===== config.mk =====
export PLATFORM = sky130hd
export DESIGN_NAME = lcm_gcd_engine
export DESIGN_NICKNAME = d
export VERILOG_FILES = /design/src/rtl/lcm_pkg.sv /design/src/rtl/lcm_step.sv /design/src/rtl/lcm_gcd_engine.sv
export SDC_FILE = /design/constraint.sdc
export NUM_CORES = 1
export LEC_CHECK = 0
export BUFFER_PORTS_ARGS = -buffer_cell sky130_fd_sc_hd__buf_2
export CORE_MARGIN = 8
export CORE_UTILIZATION = 61
export CTS_CLUSTER_SIZE = 30
export DETAILED_ROUTE_END_ITERATION = 16
export PLACE_DENSITY_LB_ADDON = 0.25
export REMOVE_ABC_BUFFERS = 1
export SYNTH_ARGS = -nofsm -noshare
export SYNTH_HDL_FRONTEND = slang
export SYNTH_SLANG_ARGS = --single-unit

===== constraint.sdc =====
create_clock -name clk -period 3.2 [get_ports clk]
set_clock_uncertainty 0.05 [all_clocks]
set_input_delay 0.32 -clock clk [delete_from_list [all_inputs] [get_ports clk]]
set_output_delay 0.32 -clock clk [all_outputs]
set_load 0.03 [all_outputs]

===== src/rtl/lcm_pkg.sv =====
// Shared types and helpers for the LCM/GCD engine.
package lcm_pkg;

   typedef enum logic {
      IDLE,
      CALC
   } state_e;

   localparam logic MODE_LCM = 1'b0;
   localparam logic MODE_GCD = 1'b1;

   // Increment that sticks at the all-ones value of a w-bit counter.
   function automatic logic [63:0] sat_inc(
      input logic [63:0] v,
      input int unsigned w
   );
      logic [63:0] top;
      top = (64'd1 << w) - 64'd1;
      return (v == top) ? v : v + 64'd1;
   endfunction

endpackage


===== src/rtl/lcm_step.sv =====
// One LCM/GCD iteration: next operand values plus status flags.
module lcm_step
   import lcm_pkg::*;
#(
   parameter int WIDTH = 8
) (
   input  logic [WIDTH-1:0] a_i,
   input  logic [WIDTH-1:0] b_i,
   input  logic [WIDTH-1:0] x0_i,
   input  logic [WIDTH-1:0] y0_i,
   input  logic             mode_i,
   output logic [WIDTH-1:0] a_o,
   output logic [WIDTH-1:0] b_o,
   output logic             eq_o,
   output logic             zero_o,
   output logic             carry_o
);

   logic             lt;
   logic [WIDTH:0]   sum;

   assign lt     = a_i < b_i;
   assign eq_o   = a_i == b_i;
   assign zero_o = (a_i == '0) || (b_i == '0);

   always_comb begin
      a_o     = a_i;
      b_o     = b_i;
      carry_o = 1'b0;
      sum     = '0;
      if (mode_i == MODE_LCM) begin
         // Extra adder bit exposes the overflow of the smaller multiple.
         sum = lt ? ({1'b0, a_i} + {1'b0, x0_i})
                  : ({1'b0, b_i} + {1'b0, y0_i});
         carry_o = sum[WIDTH];
         if (lt) a_o = sum[WIDTH-1:0];
         else    b_o = sum[WIDTH-1:0];
      end else if (lt) begin
         b_o = b_i - a_i;
      end else begin
         a_o = a_i - b_i;
      end
   end

endmodule


===== src/rtl/lcm_gcd_engine.sv =====
// Iterative LCM (repeated addition) / GCD (repeated subtraction) engine.
module lcm_gcd_engine
   import lcm_pkg::*;
#(
   parameter int WIDTH  = 8,
   parameter int ITER_W = 16
) (
   input  logic              clk,
   input  logic              rst,
   input  logic              go_i,
   input  logic              mode_i,
   input  logic [WIDTH-1:0]  x_i,
   input  logic [WIDTH-1:0]  y_i,
   output logic              busy_o,
   output logic              done_o,
   output logic              ovf_o,
   output logic [WIDTH-1:0]  d_o,
   output logic [ITER_W-1:0] cycles_o
);

   state_e             state_q, state_d;
   logic [WIDTH-1:0]   a_q, a_d, b_q, b_d;
   logic [WIDTH-1:0]   x0_q, x0_d, y0_q, y0_d;
   logic               mode_q, mode_d;
   logic [ITER_W-1:0]  iter_q, iter_d;
   logic [WIDTH-1:0]   d_q, d_d;
   logic               ovf_q, ovf_d;
   logic               done_q, done_d;
   logic [ITER_W-1:0]  cyc_q, cyc_d;

   logic [WIDTH-1:0]   step_a, step_b;
   logic               eq, zero, carry;

   lcm_step #(.WIDTH(WIDTH)) u_step (
      .a_i     (a_q),
      .b_i     (b_q),
      .x0_i    (x0_q),
      .y0_i    (y0_q),
      .mode_i  (mode_q),
      .a_o     (step_a),
      .b_o     (step_b),
      .eq_o    (eq),
      .zero_o  (zero),
      .carry_o (carry)
   );

   always_comb begin
      state_d = state_q;
      a_d     = a_q;
      b_d     = b_q;
      x0_d    = x0_q;
      y0_d    = y0_q;
      mode_d  = mode_q;
      iter_d  = iter_q;
      d_d     = d_q;
      ovf_d   = ovf_q;
      done_d  = 1'b0;
      cyc_d   = cyc_q;
      case (state_q)
         IDLE: begin
            if (go_i) begin
               a_d     = x_i;
               b_d     = y_i;
               x0_d    = x_i;
               y0_d    = y_i;
               mode_d  = mode_i;
               iter_d  = '0;
               state_d = CALC;
            end
         end
         CALC: begin
            if (zero || eq || carry) begin
               state_d = IDLE;
               done_d  = 1'b1;
               cyc_d   = iter_q;
               ovf_d   = 1'b0;
               if (zero)
                  d_d = (mode_q == MODE_LCM) ? '0 : (a_q | b_q);
               else if (eq)
                  d_d = a_q;
               else begin
                  d_d   = '0;
                  ovf_d = 1'b1;
               end
            end else begin
               a_d    = step_a;
               b_d    = step_b;
               iter_d = ITER_W'(sat_inc(64'(iter_q), ITER_W));
            end
         end
         default: state_d = IDLE;
      endcase
   end

   always_ff @(posedge clk) begin
      if (rst) begin
         state_q <= IDLE;
         a_q     <= '0;
         b_q     <= '0;
         x0_q    <= '0;
         y0_q    <= '0;
         mode_q  <= MODE_LCM;
         iter_q  <= '0;
         d_q     <= '0;
         ovf_q   <= 1'b0;
         done_q  <= 1'b0;
         cyc_q   <= '0;
      end else begin
         state_q <= state_d;
         a_q     <= a_d;
         b_q     <= b_d;
         x0_q    <= x0_d;
         y0_q    <= y0_d;
         mode_q  <= mode_d;
         iter_q  <= iter_d;
         d_q     <= d_d;
         ovf_q   <= ovf_d;
         done_q  <= done_d;
         cyc_q   <= cyc_d;
      end
   end

   assign busy_o   = (state_q == CALC);
   assign done_o   = done_q;
   assign ovf_o    = ovf_q;
   assign d_o      = d_q;
   assign cycles_o = cyc_q;

endmodule


==> flow_metrics.py <==
metrics = {
    "run_status": {
        "status": "completed",
    },
    "synth": {
        "syn_inst": 628,
        "yosysSeqAreaShare": 0.2906,
        "synth_top_cell_by_area": "dfxtp_1",
        "synth_area_per_cell_um2": 8.338,
        "synth_edf_count": 0,
        "yosysTopAreaCellShare": 0.2906,
        "ys_warn_count": 0,
        "synth_most_common_cell": "dfxtp_1",
        "ys_ff_latch": 76,
        "yosys-top-cells-count": "dfxtp_1, nand2_1, a21oi_1",
        "synth_ff_type": "dfxtp_1",
        "synth_cell_type_count": 67,
        "synth.top_cells.by_area": "dfxtp_1, ha_1, a21oi_1",
        "async_flop_share": 0,
        "netlist_area_um2": 5236,
    },
    "grt": {
        "grt_max_degree": 73,
        "grt_pass1_wl_mm": 24.71,
        "grtUsageTotal": 0.2624,
        "gr-total-overflow": 0,
        "antenna_found_initial": 0,
        "grt_pass1_vias": 4916,
    },
    "cts": {
        "cts_buffers": 9,
        "cts-htree-levels": 3,
        "cts.sinks": 76,
        "postCtsSetupBuffers": 0,
        "clkLatencyLatePin_ns": 0.36,
        "clock_path_buffers": 2,
        "path_clk_slew_ns": 0.08,
        "cts-root-buf": "clkbuf_8",
        "cts_tree": "done",
        "post_cts_resized": 0,
        "hold_buffers": 0,
    },
    "finish": {
        "nets": 744,
        "syn_to_final_growth_pct": 11.90,
        "drive_gt1_frac": 0.2105,
        "final_cell_area_um2": 5859,
        "diodes": 0,
        "instances_no_fill": 792,
    },
    "placed_design": {
        "hpwl_mm": 11.51,
        "port_buffers": 46,
        "dpl.cell_count": 777,
        "post-place-ws_ns": 0.1115,
        "place_area_um2": 5689,
        "gp_congestion": 0.9994,
    },
    "timing": {
        "grt_setup_unrepaired": "no",
        "maxSlewViolCount": 0,
        "finalCriticalPeriod_ns": 3.070,
        "setup_tns_ns": 0,
        "worst_slew_margin_rel": 0.4049,
        "setup_viol": 0,
        "worst_slack_ns": 0.1296,
        "fin_crit_sh": 0.9595,
        "clock.fmax_mhz": 325.7,
        "worst_pin_slew_ns": 0.8926,
        "hold_violations": 0,
    },
    "critical_path": {
        "cp-end-kind": "flip-flop",
        "crit-reg2reg-launch": "b_q[0]$_SDFFE_PP0P_",
        "reg2regPathDepth": 10,
        "worstPathMaxFanout": 13,
        "r2r_slack_ns": 0.13,
        "r2r_end": "iter_q[12]$_SDFFE_PP0P_",
        "cp.arrival_ns": 3.28,
        "crit_type": "flip-flop to flip-flop",
        "worst_setup_path_start_kind": "flip-flop",
        "cp.required_ns": 3.41,
    },
    "floorplan": {
        "io_pins": 47,
        "die_w_um": 108.7,
        "coreArea_um2": 8508,
        "rows": 34,
        "start_util": 0.6154,
        "die_area_um2": 11800,
        "die_h_um": 108.7,
    },
    "power_and_ir_drop": {
        "p_leak_nw": 2.238,
        "vdd_drop_max_v": 0.0007589,
        "cellPowerDensity_nw_per_um2": 1181,
        "finalPower_mw": 6.922,
    },
    "route": {
        "ant_nets": 0,
        "drc": 0,
        "drt-wirelength-per-cell_um": 19.77,
        "drt_first_pass_iters": 5,
        "wl_mm": 15.66,
        "dr.first_iter.drc_count": 390,
        "via_per_inst": 6.564,
        "num_vias": 5199,
    },
    "worst_hold_path": {
        "min_to": "mode_q$_SDFFE_PP0P_",
        "hp-class": "input port to flip-flop",
        "min_from": "mode_i",
        "hold_depth": 3,
    },
    "job": {
        "maxCapViolCount": 0,
    },
}
## metal layers
metal / wire [µm] / up-vias / global-route usage
li1: - / 2458 / -
met1: 6348 / 2470 / 0.3125
met2: 7684 / 220 / 0.4547
met3: 995 / 51 / 0.03723
met4: 630 / 0 / 0.1261
met5: 0 / - / 0
## registers in the layout, summed over array words and instances (netlist names)
register / count
cycles_o: 16
iter_q: 16
a_q: 8
b_q: 8
d_o: 8
x0_q: 8
y0_q: 8
busy_o: 1
done_o: 1
mode_q: 1
ovf_o: 1
## worst max-delay path, cell delays in order, from the launching register on
cell and delay [ns]:
dfxtp_1 0.43, ha_1 0.21, inv_1 0.06, fa_1 0.43
nor2b_1 0.23, o2111ai_1 0.21, a31o_2 0.31, a221o_2 0.40
buf_4 0.20, a41o_1 0.22, a311oi_2 0.24
## cells by family (layout without fill, tap and decap cells)
logic type / after synthesis / in the layout / synth area share
AOI/OAI and AO/OA: 206 / 206 / 0.3066
DFF: 76 / 76 / 0.2906
adders and majority gates: 44 / 44 / 0.1109
buffers and inverters: 78 / 134 / 0.06643
xor gates and xnor gates: 19 / 19 / 0.03178
and+or+nand+nor: 202 / 202 / 0.1878
muxes: 3 / 3 / 0.005974
## per-stage QoR
| step | util | hold WS [ns] |
|---|---|---|
| 2_1_floorplan | - | 0.3379 |
| 5_1_grt | 0.6887 | 0.1609 |
| 3_5_place_dp | 0.6687 | 0.4058 |
| 3_3_place_gp | 0.6687 | 0.3984 |
| 4_1_cts | 0.6881 | 0.1472 |
| 6_report | 0.6887 | 0.1553 |
## report_power, final
| group | leakage, nW | internal (mW) | switching (mW) | total [mW] |
|---|---|---|---|---|
| clock network | 0.0775 | 0.277 | 0.389 | 0.667 |
| logic | 1.54 | 1.98 | 3.00 | 4.98 |
| registers | 0.620 | 1.12 | 0.153 | 1.27 |
| total | 2.24 | 3.38 | 3.55 | 6.92 |
## cells in the final DEF, fill, tap and decap left out, types with 11 or more instances in the layout
cell	n
buf_2	46
nor3_1	36
a21oi_1	50
inv_1	35
nand2_1	62
nand3_1	31
ha_1	39
o21ai_0	28
a221oi_1	11
a311oi_2	16
dfxtp_1	76
nor2_1	32
xnor2_1	16
buf_4	37
## final cells by class
type,count,area (µm²)
multi-input combinational,474,3378
fill,720,2649
sequential,76,1521
timing repair buffer,84,528.0
tap,108,135.1
inverter,35,131.4
clock buffer,9,123.9
clock inverter,6,41.29
## how the worst max path moves through the flow
stage	startpoint	endpoint	slack, ns	depth (start not counted)
finish	b_q[0]$_SDFFE_PP0P_	iter_q[12]$_SDFFE_PP0P_	0.13	10
global route	b_q[3]$_SDFFE_PP0P_	iter_q[12]$_SDFFE_PP0P_	0.002	9
detailed placement	a_q[0]$_SDFFE_PP0P_	iter_q[4]$_SDFFE_PP0P_	0.11	9
CTS	a_q[0]$_SDFFE_PP0P_	iter_q[10]$_SDFFE_PP0P_	0.08	9
global placement	a_q[0]$_SDFFE_PP0P_	iter_q[5]$_SDFFE_PP0P_	0.21	9
floorplan	a_q[4]$_SDFFE_PP0P_	iter_q[10]$_SDFFE_PP0P_	0.15	8
No activity file was read; power rests on OpenSTA's default activity.
